`src/rtl/logic_arbiter_if.sv`:
```
// logic_arbiter_if: bundles the request, logic-unit and response signals of
// logic_arbiter. The "slave" modport is the arbiter's own view; "master" is the
// view of the surrounding environment (requesters, logic unit, consumer).
//
// Handshake semantics, both on the request side (req_valid[i]/req_ready[i]) and
// on the response side (rsp_valid/rsp_ready): a transfer happens on a rising
// clk edge where valid and ready are both high. Once valid is raised, the
// source holds valid and its payload unchanged until that transfer. Ready may
// depend combinationally on valid, and valid never depends on ready.
interface logic_arbiter_if #(
    parameter int NREQ = 4,
    parameter int IDW  = 2,
    parameter int W    = 64
);
    logic [NREQ-1:0]   req_valid;
    logic [NREQ-1:0]   req_ready;
    logic [2*NREQ-1:0] req_ctrl;
    logic [W*NREQ-1:0] req_op1;
    logic [W*NREQ-1:0] req_op2;

    logic [1:0]        lu_ctrl;
    logic [W-1:0]      lu_op1;
    logic [W-1:0]      lu_op2;
    logic [W-1:0]      lu_dst;

    logic              rsp_valid;
    logic              rsp_ready;
    logic [IDW-1:0]    rsp_id;
    logic [W-1:0]      rsp_data;

    logic              busy;
    logic [1:0]        dbg_state;

    modport slave (
        input  req_valid, req_ctrl, req_op1, req_op2, lu_dst, rsp_ready,
        output req_ready, lu_ctrl, lu_op1, lu_op2,
        output rsp_valid, rsp_id, rsp_data, busy, dbg_state
    );

    modport master (
        output req_valid, req_ctrl, req_op1, req_op2, lu_dst, rsp_ready,
        input  req_ready, lu_ctrl, lu_op1, lu_op2,
        input  rsp_valid, rsp_id, rsp_data, busy, dbg_state
    );
endinterface

```
`src/rtl/logic_arbiter.sv`:
```
// logic_arbiter: shares one registered logic unit (NOT/AND/OR/XOR, one cycle
// of latency) between NREQ requesters. One operation is in flight at a time:
// IDLE accepts -> ISSUE drives the unit -> WAIT captures dst -> RESP returns
// the result with the requester ID.
// Build option: define LOGIC_ARB_FIXED_PRIO_EN for fixed priority (lowest
// index wins, no round-robin pointer); default is round-robin.
module logic_arbiter #(
    parameter int NREQ = 4,
    parameter int IDW  = 2,
    parameter int W    = 64
) (
    input  logic           clk,
    input  logic           rst_n,
    logic_arbiter_if.slave bus
);

    typedef enum logic [1:0] {
        S_IDLE  = 2'd0,
        S_ISSUE = 2'd1,
        S_WAIT  = 2'd2,
        S_RESP  = 2'd3
    } state_t;

    state_t          r_state;
    logic [IDW-1:0]  r_id;
    logic [1:0]      r_lu_ctrl;
    logic [W-1:0]    r_lu_op1;
    logic [W-1:0]    r_lu_op2;
    logic [W-1:0]    r_rsp_data;
    logic [IDW-1:0]  r_rsp_id;
    logic            r_rsp_valid;
    logic            r_busy;

    logic            w_any;
    logic [IDW-1:0]  w_grant;
    logic [NREQ-1:0] w_grant_oh;
    logic            w_accept;
    logic [1:0]      w_sel_ctrl;
    logic [W-1:0]    w_sel_op1;
    logic [W-1:0]    w_sel_op2;

`ifndef LOGIC_ARB_FIXED_PRIO_EN
    // Candidate index is one bit wider so last+k (at most 2*NREQ-1) never overflows.
    typedef logic [IDW:0] cand_t;

    logic [IDW-1:0]  r_last;
    cand_t           w_cand;

    // Round-robin winner: first valid requester after r_last, wrapping at NREQ.
    // The loop walks from lowest to highest priority so the last hit wins.
    always_comb begin
        w_any   = 1'b0;
        w_grant = '0;
        w_cand  = '0;
        for (int k = NREQ; k >= 1; k--) begin
            w_cand = cand_t'(r_last) + cand_t'(k);
            if (w_cand >= cand_t'(NREQ)) begin
                w_cand = w_cand - cand_t'(NREQ);
            end
            if (bus.req_valid[w_cand[IDW-1:0]]) begin
                w_any   = 1'b1;
                w_grant = w_cand[IDW-1:0];
            end
        end
    end
`else
    // Fixed-priority winner: lowest valid index, found by scanning downwards.
    always_comb begin
        w_any   = 1'b0;
        w_grant = '0;
        for (int i = NREQ - 1; i >= 0; i--) begin
            if (bus.req_valid[i]) begin
                w_any   = 1'b1;
                w_grant = IDW'(i);
            end
        end
    end
`endif

    // Route the winner's payload towards the unit operand registers.
    always_comb begin
        w_sel_ctrl = '0;
        w_sel_op1  = '0;
        w_sel_op2  = '0;
        for (int i = 0; i < NREQ; i++) begin
            if (w_grant == IDW'(i)) begin
                w_sel_ctrl = bus.req_ctrl[2*i +: 2];
                w_sel_op1  = bus.req_op1[W*i +: W];
                w_sel_op2  = bus.req_op2[W*i +: W];
            end
        end
    end

    assign w_grant_oh = NREQ'(1) << w_grant;
    assign w_accept   = (r_state == S_IDLE) && w_any;

    // Ready is only offered from IDLE, and is forced low while reset is held.
    assign bus.req_ready = (rst_n && w_accept) ? w_grant_oh : '0;

    // Sequencer: accept, let the unit register dst, capture it, then hold the
    // response until the consumer takes it. Operands change only on accept.
    always_ff @(posedge clk or negedge rst_n) begin
        if (!rst_n) begin
            r_state     <= S_IDLE;
            r_id        <= '0;
            r_lu_ctrl   <= '0;
            r_lu_op1    <= '0;
            r_lu_op2    <= '0;
            r_rsp_data  <= '0;
            r_rsp_id    <= '0;
            r_rsp_valid <= 1'b0;
            r_busy      <= 1'b0;
`ifndef LOGIC_ARB_FIXED_PRIO_EN
            r_last      <= IDW'(NREQ - 1);
`endif
        end else begin
            case (r_state)
                S_IDLE: begin
                    if (w_accept) begin
                        r_lu_ctrl <= w_sel_ctrl;
                        r_lu_op1  <= w_sel_op1;
                        r_lu_op2  <= w_sel_op2;
                        r_id      <= w_grant;
`ifndef LOGIC_ARB_FIXED_PRIO_EN
                        r_last    <= w_grant;
`endif
                        r_busy    <= 1'b1;
                        r_state   <= S_ISSUE;
                    end
                end
                S_ISSUE: begin
                    r_state <= S_WAIT;
                end
                S_WAIT: begin
                    r_rsp_data  <= bus.lu_dst;
                    r_rsp_id    <= r_id;
                    r_rsp_valid <= 1'b1;
                    r_state     <= S_RESP;
                end
                S_RESP: begin
                    if (bus.rsp_ready) begin
                        r_rsp_valid <= 1'b0;
                        r_busy      <= 1'b0;
                        r_state     <= S_IDLE;
                    end
                end
                default: begin
                    r_rsp_valid <= 1'b0;
                    r_busy      <= 1'b0;
                    r_state     <= S_IDLE;
                end
            endcase
        end
    end

    assign bus.lu_ctrl   = r_lu_ctrl;
    assign bus.lu_op1    = r_lu_op1;
    assign bus.lu_op2    = r_lu_op2;
    assign bus.rsp_valid = r_rsp_valid;
    assign bus.rsp_id    = r_rsp_id;
    assign bus.rsp_data  = r_rsp_data;
    assign bus.busy      = r_busy;
    assign bus.dbg_state = r_state;

endmodule

```
`src/flat_wrapper.sv`:
```
// flat-port wrapper written by rule: the top's interface ports become plain ports
module logic_arbiter_flat 
#(
    parameter int NREQ = 4,
    parameter int IDW  = 2,
    parameter int W    = 64
)
  (clk, rst_n, bus_req_valid, bus_req_ctrl, bus_req_op1, bus_req_op2, bus_lu_dst, bus_rsp_ready, bus_req_ready, bus_lu_ctrl, bus_lu_op1, bus_lu_op2, bus_rsp_valid, bus_rsp_id, bus_rsp_data, bus_busy, bus_dbg_state);
  logic_arbiter_if #(.NREQ(NREQ), .IDW(IDW), .W(W)) bus_i ();
  input  logic clk;
  input  logic rst_n;
  input wire logic [$bits(bus_i.req_valid)-1:0] bus_req_valid;
  input wire logic [$bits(bus_i.req_ctrl)-1:0] bus_req_ctrl;
  input wire logic [$bits(bus_i.req_op1)-1:0] bus_req_op1;
  input wire logic [$bits(bus_i.req_op2)-1:0] bus_req_op2;
  input wire logic [$bits(bus_i.lu_dst)-1:0] bus_lu_dst;
  input wire logic [$bits(bus_i.rsp_ready)-1:0] bus_rsp_ready;
  output wire logic [$bits(bus_i.req_ready)-1:0] bus_req_ready;
  output wire logic [$bits(bus_i.lu_ctrl)-1:0] bus_lu_ctrl;
  output wire logic [$bits(bus_i.lu_op1)-1:0] bus_lu_op1;
  output wire logic [$bits(bus_i.lu_op2)-1:0] bus_lu_op2;
  output wire logic [$bits(bus_i.rsp_valid)-1:0] bus_rsp_valid;
  output wire logic [$bits(bus_i.rsp_id)-1:0] bus_rsp_id;
  output wire logic [$bits(bus_i.rsp_data)-1:0] bus_rsp_data;
  output wire logic [$bits(bus_i.busy)-1:0] bus_busy;
  output wire logic [$bits(bus_i.dbg_state)-1:0] bus_dbg_state;
  assign bus_i.req_valid = bus_req_valid;
  assign bus_i.req_ctrl = bus_req_ctrl;
  assign bus_i.req_op1 = bus_req_op1;
  assign bus_i.req_op2 = bus_req_op2;
  assign bus_i.lu_dst = bus_lu_dst;
  assign bus_i.rsp_ready = bus_rsp_ready;
  assign bus_req_ready = bus_i.req_ready;
  assign bus_lu_ctrl = bus_i.lu_ctrl;
  assign bus_lu_op1 = bus_i.lu_op1;
  assign bus_lu_op2 = bus_i.lu_op2;
  assign bus_rsp_valid = bus_i.rsp_valid;
  assign bus_rsp_id = bus_i.rsp_id;
  assign bus_rsp_data = bus_i.rsp_data;
  assign bus_busy = bus_i.busy;
  assign bus_dbg_state = bus_i.dbg_state;
  logic_arbiter #(.NREQ(NREQ), .IDW(IDW), .W(W)) u_core (.clk(clk), .rst_n(rst_n), .bus(bus_i));
endmodule
```
`config.mk`:
```
export PLATFORM = sky130hd
export DESIGN_NAME = logic_arbiter_flat
export DESIGN_NICKNAME = d
export VERILOG_FILES = /design/src/rtl/logic_arbiter_if.sv /design/src/rtl/logic_arbiter.sv /design/src/flat_wrapper.sv
export SDC_FILE = /design/constraint.sdc
export NUM_CORES = 1
export LEC_CHECK = 0
export BUFFER_PORTS_ARGS = -buffer_cell sky130_fd_sc_hd__buf_2
export CAP_MARGIN = 20
export CELL_PAD_IN_SITES_DETAIL_PLACEMENT = 1
export CELL_PAD_IN_SITES_GLOBAL_PLACEMENT = 2
export CORE_AREA = 2 2 307 309
export CTS_CLUSTER_DIAMETER = 30
export CTS_CLUSTER_SIZE = 14
export DETAILED_ROUTE_END_ITERATION = 10
export DIE_AREA = 0 0 309 311
export GPL_TIMING_DRIVEN = 0
export PLACE_DENSITY = 0.49
export SLEW_MARGIN = 10
export SYNTH_ARGS = -nofsm -noshare
export SYNTH_HDL_FRONTEND = slang
export SYNTH_SLANG_ARGS = --single-unit
export TNS_END_PERCENT = 20
```
`constraint.sdc`:
```
create_clock -name clk -period 4.83 [get_ports clk]
set_input_delay 0.7245 -clock clk [delete_from_list [all_inputs] [get_ports clk]]
set_output_delay 0.7245 -clock clk [all_outputs]
set_load 0.02 [all_outputs]
```
# Word level (Yosys, flattened, before mapping)
# Cells that the tools add are included.
# classes
shifts,1
magnitude_cmp,8
add_sub_neg,8
n_eq_ne,8
n_reduce_logical,10
muxes,40
# op_table
cell,n
64-bit 2-to-1 mux,8
2-bit 2-to-1 mux,14
"3-bit >= comparator, second input constant",4
"2-bit by 3-bit less-than comparator with 1-bit output, second input constant",4
1-bit 2-to-1 mux,10
1-bit binary-select mux with 2-bit select,4
"2-bit equality test, second input constant",4
2-bit one-hot mux with 4 select lines,1
"2-bit by 1-bit subtractor with 2-bit output, second input constant",4
"2-bit by 2-bit adder with 3-bit output, second input constant",2
2-bit AND reduction,3
"2-bit by 1-bit equality test with 1-bit output, second input constant",2
2-bit zero test,2
4-bit 2-to-1 mux,1
1-bit one-hot mux with 2 select lines,2
2-bit nonzero test,2
"1-bit by 2-bit << shifter with 4-bit output, first input constant",1
"2-bit by 1-bit adder with 3-bit output, second input constant",1
"2-bit by 3-bit adder with 3-bit output, second input constant",1
3-bit AND reduction,1
1-bit logical AND,2
"2-bit by 1-bit != test with 1-bit output, second input constant",1
"2-bit != test, second input constant",1
# word_totals
register_bits,204
wordCells,85

# Longest topological paths before layout
# Gate-level depths: netlist of the first run.
# logic_depth
word_depth,14
ltp_mapped,8

# Worst setup path after synthesis of the first run
# No wires, ideal clock.
# synth_timing
path_kind,register -> output
startpoint,"reg u_core.r_state[0], in the netlist u_core.bus.dbg_state[0]"
endpoint,out bus_req_ready[0]
required_ns,4.106
slack_ns,1.816
t_arrival_ns,2.289
path_stages_with_launch,9
cell_sequence,dfrtp_1 > inv_1 > ha_1 > nor2b_1 > buf_2 > clkbuf_1 > clkbuf_1 > nand2_1 > nor3_1
# synth_between
elab_chain_cells,4
# synth_lines
element,line_no,text
start: declaration,logic_arbiter.sv:24,state_t r_state;
start signal: assignment,logic_arbiter.sv:104,r_state <= S_IDLE;
start signal: assignment,logic_arbiter.sv:128,r_state <= S_ISSUE;
start signal: assignment,logic_arbiter.sv:132,r_state <= S_WAIT;
2-bit zero test,logic_arbiter.sv:95,assign w_accept = (r_state == S_IDLE) && w_any;
1-bit logical AND,logic_arbiter.sv:95,
1-bit logical AND,logic_arbiter.sv:98,assign bus.req_ready = (rst_n && w_accept) ? w_grant_oh : '0;
4-bit 2-to-1 mux,logic_arbiter.sv:98,
end: declaration,flat_wrapper.sv:18,output wire logic [$bits(bus_i.req_ready)-1:0] bus_req_ready;
# No other way between the ends.

# Worst setup path in the final report of the first run
# layout_timing
startpoint,reg u_core.r_last[1]
endpoint,out bus_req_ready[0]
# layout_between
elab_chain_cells,12
# layout_lines
element,line_no,text
start: declaration,logic_arbiter.sv:46,logic [IDW-1:0] r_last;
start signal: assignment,logic_arbiter.sv:114,r_last <= IDW'(NREQ - 1);
start signal: assignment,logic_arbiter.sv:125,r_last <= w_grant;
2-bit by 3-bit adder with 3-bit output,logic_arbiter.sv:56,w_cand = cand_t'(r_last) + cand_t'(k);
3-bit >= comparator or 2-bit by 1-bit subtractor with 2-bit output (tied branches),"logic_arbiter.sv:57, logic_arbiter.sv:58",
2-bit 2-to-1 mux,logic_arbiter.sv:57,if (w_cand >= cand_t'(NREQ)) begin
1-bit binary-select mux with 2-bit select,logic_arbiter.sv:60,if (bus.req_valid[w_cand[IDW-1:0]]) begin
1-bit 2-to-1 mux (implied by the code),logic_arbiter.sv:60,
1-bit 2-to-1 mux (4 in series),logic_arbiter.sv:60,
1-bit logical AND,logic_arbiter.sv:95,
1-bit logical AND,logic_arbiter.sv:98,
4-bit 2-to-1 mux (*),logic_arbiter.sv:98,
# Mark *: on every way between the ends. The rest lies on a longest branch, timed or not. The select of a mux whose other input is x is not followed.

==> metrics.cfg, run 1 <==
[drt]
dr.pass1.iters = 4
routedWlPerCell_um = 23.3
viasPerCell = 3.99
detail-route-antenna-nets = 0
first_iter_violations = 420
drc_errors = 0
wl_um = 78600
vias = 13500

[logic_synthesis]
syn_area_um2 = 12000
yosysSeqAreaShare_pct = 42.5
syn_area_per_cell_um2 = 10.4
netlist_instances = 1158
netlist-cell-type-count = 32
synthesis.nets = 1752
ys_seq_elements = 204
ys_warn_count = 0

[setup_path]
crit_slowest_cell = o21ai_1
cp_top_family = buffers and inverters
rr_worst_depth = 8
cp-end-kind = output port
cp.required_ns = 4.11
crit_type = flop to output port
cp_cell_sequence = nor2b_1, o21ai_1, a21o_1, buf_4, buf_4, buf_2, nor3_1, buf_2
max_stage_delay_ns = 0.77
worstPathArrival_ns = 3.50
cp.depth = 8
critPathBufInv = 4
cp-start-kind = flop
worst-path-max-fanout = 10

[floorplan]
pin_count = 795
core_um2 = 92800
dieArea_um2 = 96100
rows = 112
initial_utilization_pct = 13.0
die_h_um = 311
fp.dieW_um = 309

[clock_tree]
clock-root-buffer = clkbuf_16
ctsResizeCount = 0
htree_levels = 3
clkLatencyLatePin_ns = 0.59
cts_tree = built
path_clk_slew_ns = 0.04
clock_path_buffers = 3
cts.sinks = 204
cts_made_buffers = 82
cts.hold.buffers_added = 0

[grt]
grt_pass1_wl_um = 110000
grt_max_degree = 76
overflow = 0
grt_pass1_vias = 15200
track_usage_pct = 15.9
antenna_found_initial = 28

[run]
drv_cap = 0

[placed_design]
io_buffers = 794
hpwlAfterDp_um = 63200
routabilityCongestion = 0.828

[timing]
post-route-period-util_pct = 87.4
whs_ns = 0.0579
maxSlewViolCount = 0
finClkSkew_ns = 0.0185
hold_viol_final = 0
rsz0062_at_grt = false
setup-violations-final = 0
slew_headroom_pct = 32.6
clock.fmax_mhz = 237
max_slew.worst_pin.slew_ns = 1.00
fin_crit_ns = 4.22

[finish]
layout-drive-gt1-share_pct = 49.7
fin_nets = 2633
fillers = 11000
post-route-util_pct = 22.0
syn_to_final_growth_pct = 70.0

[run_status]
status = complete, no violations

[power]
leakage_nw = 9.61
power_density_nw_per_um2 = 736
max-vdd-ir-drop_v = 0.000280

[min_path]
hp-class = input pin to asynchronous set/reset pin

## what timing repair did
| item | 4_1_cts | 5_1_grt |
|---|---|---|
| endpoints found under the setup margin | 4 | 0 |
| setup buffers | 0 | 0 |
| hold endpoints to repair | 0 | 0 |
## power by group
group / internal, W / total [W] / switching, W / leakage, nW
combinational: 0.00244 / 0.00680 / 0.00436 / 5.88
clock: 0.00362 / 0.00509 / 0.00147 / 1.36
sequential: 0.00261 / 0.00314 / 0.000531 / 2.38
total: 0.00867 / 0.0150 / 0.00637 / 9.61
## worst register-to-register path, delay by kind of cell, from the launching register on
| family | cells | cell delay [ns] |
|---|---|---|
| AOI/OAI and AO/OA | 3 | 1.14 |
| buffers and inverters | 3 | 0.85 |
| DFF | 1 | 0.59 |
| muxes | 1 | 0.43 |
| and+or+nand+nor | 1 | 0.06 |
## state kept, by name, summed over array words and instances (netlist names)
name	count
u_core.bus.busy	1
u_core.bus.dbg_state	2
u_core.bus.lu_ctrl	2
u_core.bus.lu_op1	64
u_core.bus.lu_op2	64
u_core.bus.rsp_data	64
u_core.bus.rsp_id	2
u_core.bus.rsp_valid	1
u_core.r_id	2
u_core.r_last	2
## final timing paths
| check | from | endpoint | slack, ns |
|---|---|---|---|
| max in group asynchronous | rst_n | u_core.r_last[1]$_DFFE_PN1P_ | 3.87 |
| max reg2reg | u_core.r_last[1]$_DFFE_PN1P_ | u_core.bus.lu_op1[10]$_DFFE_PN0P_ | 1.61 |
| min in group clk | bus_lu_dst[52] | u_core.bus.rsp_data[52]$_DFFE_PN0P_ | 0.35 |
| min reg2reg | u_core.bus.rsp_data[19]$_DFFE_PN0P_ | u_core.bus.rsp_data[19]$_DFFE_PN0P_ | 0.50 |
| max | u_core.r_last[1]$_DFFE_PN1P_ | bus_req_ready[0] | 0.61 |
| min | rst_n | u_core.bus.lu_op1[50]$_DFFE_PN0P_ | 0.06 |
## Yosys cell counts
master / number / area, µm²
a21oi_2: 1 / 8.76
mux2_2: 69 / 777
clkbuf_1: 73 / 274
buf_4: 10 / 75.1
a21oi_1: 3 / 15.0
o22ai_2: 1 / 12.5
dfrtp_1: 202 / 5050
o21ai_1: 1 / 5.00
nor4_2: 1 / 12.5
a221o_1: 64 / 641
nand3_1: 129 / 646
nand3b_1: 1 / 7.51
dfstp_2: 2 / 52.6
o32a_1: 1 / 10.0
ha_1: 3 / 37.5
a21o_1: 2 / 15.0
inv_1: 71 / 267
nor2b_1: 3 / 18.8
nand2_1: 9 / 33.8
buf_2: 23 / 115
o21ai_0: 2 / 10.0
a211oi_1: 198 / 1490
a31oi_2: 1 / 12.5
buf_6: 7 / 78.8
mux2_1: 61 / 687
mux2i_1: 131 / 1310
nand2b_1: 3 / 18.8
nor2_1: 73 / 274
a22o_1: 1 / 8.76
nor3_1: 2 / 10.0
buf_1: 9 / 33.8
o22ai_1: 1 / 6.26
## placed cells by master, fill, tap and decap left out, types with 2 or more instances in the layout
cell type / n
inv_16: 2
buf_6: 7
dfstp_2: 2
clkbuf_1: 88
mux2_1: 61
nand2_1: 9
nor2b_1: 3
a21oi_1: 3
inv_1: 71
mux2_2: 69
nor2_1: 73
buf_2: 816
nand3_1: 129
nor3_1: 2
buf_1: 9
clkinv_2: 12
a21o_1: 2
a211oi_1: 198
clkbuf_16: 83
buf_4: 11
clkbuf_8: 26
diode_2: 16
a221o_1: 64
o21ai_0: 2
buf_8: 2
dfrtp_1: 202
clkinv_8: 2
nand2b_1: 3
buf_16: 2
mux2i_1: 131
bufinv_16: 2
ha_1: 3
## layer usage
layer  routed length [µm]  part of all wire (%)  track usage, %
met1                31400                    40            18.3
met4                 1830                   2.3            5.62
met3                 5120                   6.5            4.36
met2                40100                    51            28.0
met5                  122                  0.16               0
## per-stage QoR
stage          total power, W  instance area, µm²  TNS [ns]  cells  setup WS, ns
2_1_floorplan         0.00713               12000         0   1158          1.82
3_3_place_gp           0.0101               17600   -290.01   3206         -1.67
3_5_place_dp           0.0102               17600         0   3209         0.297
4_1_cts                0.0154               20400         0   3356         0.376
5_1_grt                0.0160               20400         0   3369         0.238
6_report               0.0150               20400         0   3373         0.610
## layout make-up
type	instances	area, µm²	share of cell area (%)
antenna	16	40.0	0.196
buffer	121	574	2.81
clock buffer	126	2500	12.2
clock inverter	22	248	1.21
inverter	71	267	1.30
multi-input combinational	761	6060	29.7
sequential	204	5110	25.0
tap	1254	1570	7.68
timing repair buffer	798	4060	19.9
## logic make-up (layout without fill, tap and decap cells)
| group | after synthesis | after routing | share of synthesized area [%] |
|---|---|---|---|
| AOI/OAI and AO/OA | 276 | 276 | 18.6 |
| adders and majority gates | 3 | 3 | 0.312 |
| buffers and inverters | 193 | 1138 | 7.02 |
| DFF | 204 | 204 | 42.5 |
| muxes | 261 | 261 | 23.1 |
| other | 0 | 16 | 0 |
| and+or+nand+nor | 221 | 221 | 8.50 |
Note: power is estimated with default switching activity, not from simulation.
==> run 2: changes to the inputs <==
--- a/config.mk
+++ b/config.mk
@@ -10,6 +10,7 @@
 export CELL_PAD_IN_SITES_DETAIL_PLACEMENT = 1
 export CELL_PAD_IN_SITES_GLOBAL_PLACEMENT = 2
 export CORE_AREA = 2 2 307 309
+export CTS_BUF_LIST = sky130_fd_sc_hd__clkbuf_8 sky130_fd_sc_hd__clkbuf_16
 export CTS_CLUSTER_DIAMETER = 30
 export CTS_CLUSTER_SIZE = 14
 export DETAILED_ROUTE_END_ITERATION = 10
==> metrics.cfg, run 2 (synthesis results as in run 1) <==
[run_status]
status = complete, no violations  ; unchanged

[floorplan]
die_h_um = 311  ; unchanged
pin_count = 795  ; unchanged
core_um2 = 92800  ; unchanged
initial_utilization_pct = 13.0  ; unchanged
fp.dieW_um = 309  ; unchanged
dieArea_um2 = 96100  ; unchanged
rows = 112  ; unchanged

[setup_path]
cp.required_ns = 4.11  ; about the same
crit_slowest_cell = o21ai_1  ; unchanged
max_stage_delay_ns = 0.77  ; about the same
cp-end-kind = output port  ; unchanged
worstPathArrival_ns = 3.49  ; was 3.50 ns
r2r_slack_ns = 1.61  ; about the same
crit_type = flop to output port  ; unchanged
worst-path-max-fanout = 10  ; unchanged
cp-start-kind = flop  ; unchanged
cp_cell_sequence = nor2b_1, o21ai_1, a21o_1, buf_4, buf_4, buf_2, nor3_1, buf_2  ; unchanged

[finish]
final_common_cell = buf_2  ; unchanged
fin_nets = 2633  ; unchanged
syn_to_final_growth_pct = 70.0  ; unchanged
finalNonFillerCells = 3373  ; unchanged
final_area_um2 = 20400  ; unchanged
layout-drive-gt1-share_pct = 49.7  ; unchanged
final_cell_mix = buf_2, dfrtp_1, a211oi_1, mux2i_1, nand3_1  ; unchanged

[timing]
maxSlewViolCount = 0  ; unchanged
tns_ns = 0  ; unchanged
rsz0062_at_grt = false  ; unchanged
clock.fmax_mhz = 237  ; about the same
finalWorstSetupSlack_ns = 0.612  ; was 0.610 ns
post-route-period-util_pct = 87.3  ; was 87.4%
finClkSkew_ns = 0.0182  ; was 0.0185 ns
hold_viol_final = 0  ; unchanged
max_slew.worst_pin.slew_ns = 1.00  ; about the same
slew_headroom_pct = 32.6  ; about the same
setup-violations-final = 0  ; unchanged
fin_crit_ns = 4.22  ; about the same

[clock_tree]
clock_path_buffers = 3  ; unchanged
ctsResizeCount = 0  ; unchanged
path_clk_slew_ns = 0.04  ; about the same
postCtsSetupRepairBufs = 0  ; unchanged
clock-root-buffer = clkbuf_16  ; unchanged
htree_levels = 3  ; unchanged
cts.hold.buffers_added = 0  ; unchanged
cts_made_buffers = 82  ; unchanged
cts.sinks = 204  ; unchanged
cts_tree = built  ; unchanged
clkLatencyLatePin_ns = 0.59  ; about the same

[grt]
antenna_found_initial = 28  ; unchanged
track_usage_pct = 15.9  ; unchanged
grt_pass1_wl_um = 110000  ; about the same
grt_max_degree = 76  ; unchanged
grt_pass1_vias = 15200  ; about the same
overflow = 0  ; unchanged

[run]
drv_cap = 0  ; unchanged

[drt]
detail-route-antenna-nets = 0  ; unchanged
wl_um = 78600  ; about the same
drc_errors = 0  ; unchanged
first_iter_violations = 426  ; was 420
dr.pass1.iters = 4  ; unchanged
routedWlPerCell_um = 23.3  ; about the same
vias = 13500  ; about the same
viasPerCell = 3.99  ; about the same

[power]
max-vdd-ir-drop_v = 0.000280  ; about the same
leakage_nw = 9.68  ; was 9.61 nW
power_density_nw_per_um2 = 735  ; was 736 nW/µm²

[placed_design]
dp_slack_ns = 0.297  ; unchanged
dp.cells = 3209  ; unchanged
postPlaceCellArea_um2 = 17600  ; unchanged
hpwlAfterDp_um = 63200  ; unchanged
routabilityCongestion = 0.828  ; unchanged
io_buffers = 794  ; unchanged

[min_path]
hp-class = input pin to asynchronous set/reset pin  ; unchanged

==> run 2: changes by cell type in the layout (fill, tap and decap cells not counted) <==
cell and change:
clkbuf_1 -17, inv_1 +17
==> run 2: worst paths after layout <==
| check | startpoint | end | depth (start not counted) |
|---|---|---|---|
| min reg2reg | u_core.bus.rsp_data[19]$_DFFE_PN0P_ | u_core.bus.rsp_data[19]$_DFFE_PN0P_ | 1 |
| max in group asynchronous | rst_n | u_core.r_last[1]$_DFFE_PN1P_ | 2 |
| max reg2reg | u_core.r_last[1]$_DFFE_PN1P_ | u_core.bus.lu_op1[10]$_DFFE_PN0P_ | 8 |
| min | rst_n | u_core.bus.lu_op1[50]$_DFFE_PN0P_ | 1 |
| min in group clk | bus_lu_dst[52] | u_core.bus.rsp_data[52]$_DFFE_PN0P_ | 2 |
| max | u_core.r_last[1]$_DFFE_PN1P_ | bus_req_ready[0] | 8 |
==> run 2: worst max-delay path: cells and delay by family, from the launching register on <==
family,cells,cell delay [ns]
buffers and inverters,4,1.15
AO/OA/AOI/OAI,2,0.99
flip-flops,1,0.59
AND/OR/NAND/NOR,2,0.16
==> run 2: stage by stage <==
stage	utilization [%]	hold slack (ns)	total power (W)
floorplan	-	0.429	0.00713
global placement	18.9	0.486	0.0101
detailed placement	19.0	0.490	0.0102
CTS	22.0	0.0448	0.0154
global route	22.0	0.0702	0.0159
finish	22.0	0.0575	0.0150
==> run 2: power by group <==
group | internal [W] | leakage, nW | switching [W]
clock | 0.00358 | 1.43 | 0.00148
combinational | 0.00244 | 5.88 | 0.00436
sequential | 0.00261 | 2.38 | 0.000532
total | 0.00863 | 9.68 | 0.00637
==> run 2: area by class of cell <==
type	instances	area [µm²]
Fill cell	11000	72300
Tap cell	1254	1570
Multi-Input combinational cell	761	6060
Buffer	121	574
Antenna cell	16	40.0
Sequential cell	204	5110
Clock inverter	39	312
Inverter	71	267
Clock buffer	109	2430
Timing Repair Buffer	798	4060
==> run 2: metal layers <==
metal	vias to the layer above	GRT usage (%)	part of all wire, %
li1	6187	-	-
met3	119	4.36	6.4
met4	22	5.62	2.3
met1	6648	18.3	40
met5	-	0	0.16
met2	485	28.0	51
==> run 3: changes to the inputs <==
--- a/config.mk
+++ b/config.mk
@@ -16,6 +16,7 @@
 export DETAILED_ROUTE_END_ITERATION = 10
 export DIE_AREA = 0 0 309 311
 export GPL_TIMING_DRIVEN = 0
+export MAX_ROUTING_LAYER = met4
 export PLACE_DENSITY = 0.49
 export SLEW_MARGIN = 10
 export SYNTH_ARGS = -nofsm -noshare
==> metrics.cfg, run 3 (synthesis results as in run 1) <==
[placed_design]
hpwlAfterDp_um = 63200  ; unchanged
io_buffers = 794  ; unchanged
routabilityCongestion = 0.840  ; was 0.828
dp.cells = 3209  ; unchanged

[timing]
max_slew.worst_pin.slew_ns = 0.994  ; was 1.00 ns
slew_headroom_pct = 33.3  ; was 32.6%
setup-violations-final = 0  ; unchanged
hold_viol_final = 0  ; unchanged
post-route-period-util_pct = 87.3  ; about the same
maxSlewViolCount = 0  ; unchanged
finClkSkew_ns = 0.0184  ; was 0.0182 ns
clock.fmax_mhz = 237  ; about the same
fin_crit_ns = 4.22  ; about the same
tns_ns = 0  ; unchanged
rsz0062_at_grt = false  ; unchanged

[finish]
final_cell_mix = buf_2, dfrtp_1, a211oi_1, mux2i_1, nand3_1  ; unchanged
fillers = 11000  ; about the same
finalNonFillerCells = 3386  ; was 3,373
fin_nets = 2633  ; unchanged
syn_to_final_growth_pct = 70.3  ; was 70.0%
final_common_cell = buf_2  ; unchanged
layout-drive-gt1-share_pct = 49.7  ; unchanged

[clock_tree]
path_clk_slew_ns = 0.04  ; about the same
htree_levels = 3  ; unchanged
clkLatencyLatePin_ns = 0.59  ; about the same
cts.sinks = 204  ; unchanged
cts_made_buffers = 82  ; unchanged
clock_path_buffers = 3  ; unchanged
clock-root-buffer = clkbuf_16  ; unchanged
cts_tree = built  ; unchanged

[power]
share_seq_of_total_power_pct = 20.9  ; about the same
intPower_w = 0.00863  ; about the same
combPwrFrac_pct = 45.3  ; about the same
swShare_pct = 42.5  ; about the same
leakage_nw = 9.68  ; about the same
p_sw_w = 0.00638  ; was 0.00637 W
clkPwrFrac_pct = 33.7  ; about the same
max-vdd-ir-drop_v = 0.000281  ; was 0.000280 V
power_density_nw_per_um2 = 733  ; was 735 nW/µm²

[setup_path]
crit_slowest_cell = o21ai_1  ; unchanged
r2r_slack_ns = 1.61  ; about the same
max_stage_delay_ns = 0.76  ; was 0.77 ns
endpoint = bus_req_ready[0]  ; unchanged
cp-end-kind = output port  ; unchanged
cp.depth = 8  ; unchanged
crit_type = flop to output port  ; unchanged
cp_cell_sequence = nor2b_1, o21ai_1, a21o_1, buf_4, buf_4, buf_2, nor3_1, buf_2  ; unchanged
cp-start-kind = flop  ; unchanged
reg2reg_to = u_core.bus.lu_op1[10]$_DFFE_PN0P_  ; unchanged
rr_worst_depth = 8  ; unchanged
crit_start = u_core.r_last[1]$_DFFE_PN1P_  ; unchanged
cp.required_ns = 4.11  ; about the same
cp_top_family = buffers and inverters  ; unchanged
timing.rr.start = u_core.r_last[1]$_DFFE_PN1P_  ; unchanged
worstPathArrival_ns = 3.49  ; about the same
worst-path-max-fanout = 10  ; unchanged
critPathBufInv = 4  ; unchanged

[drt]
first_iter_violations = 409  ; was 426
dr.pass1.iters = 7  ; was 4
drc_errors = 0  ; unchanged
detail-route-antenna-nets = 0  ; unchanged
routedWlPerCell_um = 23.2  ; was 23.3 µm
wl_um = 78600  ; about the same
vias = 13400  ; was 13,500
viasPerCell = 3.96  ; was 3.99

[floorplan]
initial_utilization_pct = 13.0  ; unchanged
fp.dieW_um = 309  ; unchanged
rows = 112  ; unchanged
core_um2 = 92800  ; unchanged
pin_count = 795  ; unchanged
dieArea_um2 = 96100  ; unchanged
die_h_um = 311  ; unchanged

[grt]
grt_pass1_wl_um = 109000  ; was 110,000 µm
grt_max_degree = 76  ; unchanged
overflow = 0  ; unchanged
track_usage_pct = 16.4  ; was 15.9%
antenna_found_initial = 29  ; was 28
grt_pass1_vias = 15300  ; was 15,200

[min_path]
hp-class = input pin to asynchronous set/reset pin  ; unchanged

[run]
drv_cap = 0  ; unchanged

[run_status]
status = complete, no violations  ; unchanged

[run 3: routing by layer]
layer | wire (µm) | share of wire [%] | global-route usage [%] | vias to the layer above
li1 | - | - | - | 6211
met1 | 31500 | 40 | 18.3 | 6599
met2 | 39800 | 51 | 28.0 | 496
met3 | 5210 | 6.6 | 4.25 | 109
met4 | 2090 | 2.7 | 5.75 | 0
met5 | 0 | 0 | - | -
[run 3: layout make-up]
type	count	area, µm²	area share, %
Multi-Input combinational cell	761	6060	29.6
Sequential cell	204	5110	25.0
Timing Repair Buffer	798	4060	19.8
Clock buffer	109	2430	11.9
Tap cell	1254	1570	7.67
Buffer	121	574	2.81
Clock inverter	39	312	1.52
Inverter	71	267	1.30
Antenna cell	29	72.6	0.355
[run 3: worst min-delay path by stage]
| stage | startpoint | end | slack (ns) | cells past startpoint |
|---|---|---|---|---|
| global route | rst_n | u_core.bus.lu_op1[41]$_DFFE_PN0P_ | 0.07 | 1 |
| global placement | u_core.bus.rsp_id[1]$_DFFE_PN0P_ | u_core.bus.rsp_id[1]$_DFFE_PN0P_ | 0.49 | 1 |
| CTS | rst_n | u_core.bus.lu_op1[41]$_DFFE_PN0P_ | 0.04 | 1 |
| finish | rst_n | u_core.bus.lu_op1[50]$_DFFE_PN0P_ | 0.06 | 1 |
| floorplan | rst_n | u_core.bus.busy$_DFFE_PN0P_ | 0.43 | 0 |
| detailed placement | u_core.bus.rsp_data[1]$_DFFE_PN0P_ | u_core.bus.rsp_data[1]$_DFFE_PN0P_ | 0.49 | 1 |
[run 3: per-stage QoR]
step           utilization (%)  area [µm²]  power (W)  setup WS [ns]  hold slack (ns)
6_report                  22.1       20500     0.0150          0.614           0.0631
4_1_cts                   22.0       20400     0.0154          0.376           0.0448
5_1_grt                   22.0       20500     0.0159          0.239           0.0734
2_1_floorplan                -       12000    0.00713           1.82            0.429
3_3_place_gp              18.9       17600     0.0101          -1.67            0.486
3_5_place_dp              19.0       17600     0.0102          0.297            0.490
[run 3: timing repair]
item | in CTS | in global routing
setup buffers | 0 | 0
resized for setup | 0 | 0
setup endpoints to repair | 4 | 0
hold buffers | 0 | 0
[run 3: power groups by stage]
| stage | registers (W) | clock network, W | logic, W |
|---|---|---|---|
| after CTS | 0.00316 | 0.00519 | 0.00703 |
| final | 0.00314 | 0.00506 | 0.00680 |
| after detailed placement | 0.00316 | 0 | 0.00701 |
| after global routing | 0.00326 | 0.00529 | 0.00738 |
| after floorplan | 0.00408 | 0 | 0.00305 |
| after global placement | 0.00314 | 0 | 0.00693 |
[run 3: worst register-to-register path, cell delays in order (launching register included)]
cell	delay, ns
dfstp_2	0.59
nor2b_1	0.06
o21ai_1	0.76
a21o_1	0.23
buf_4	0.28
buf_6	0.31
buf_6	0.26
mux2i_1	0.43
a211oi_1	0.14
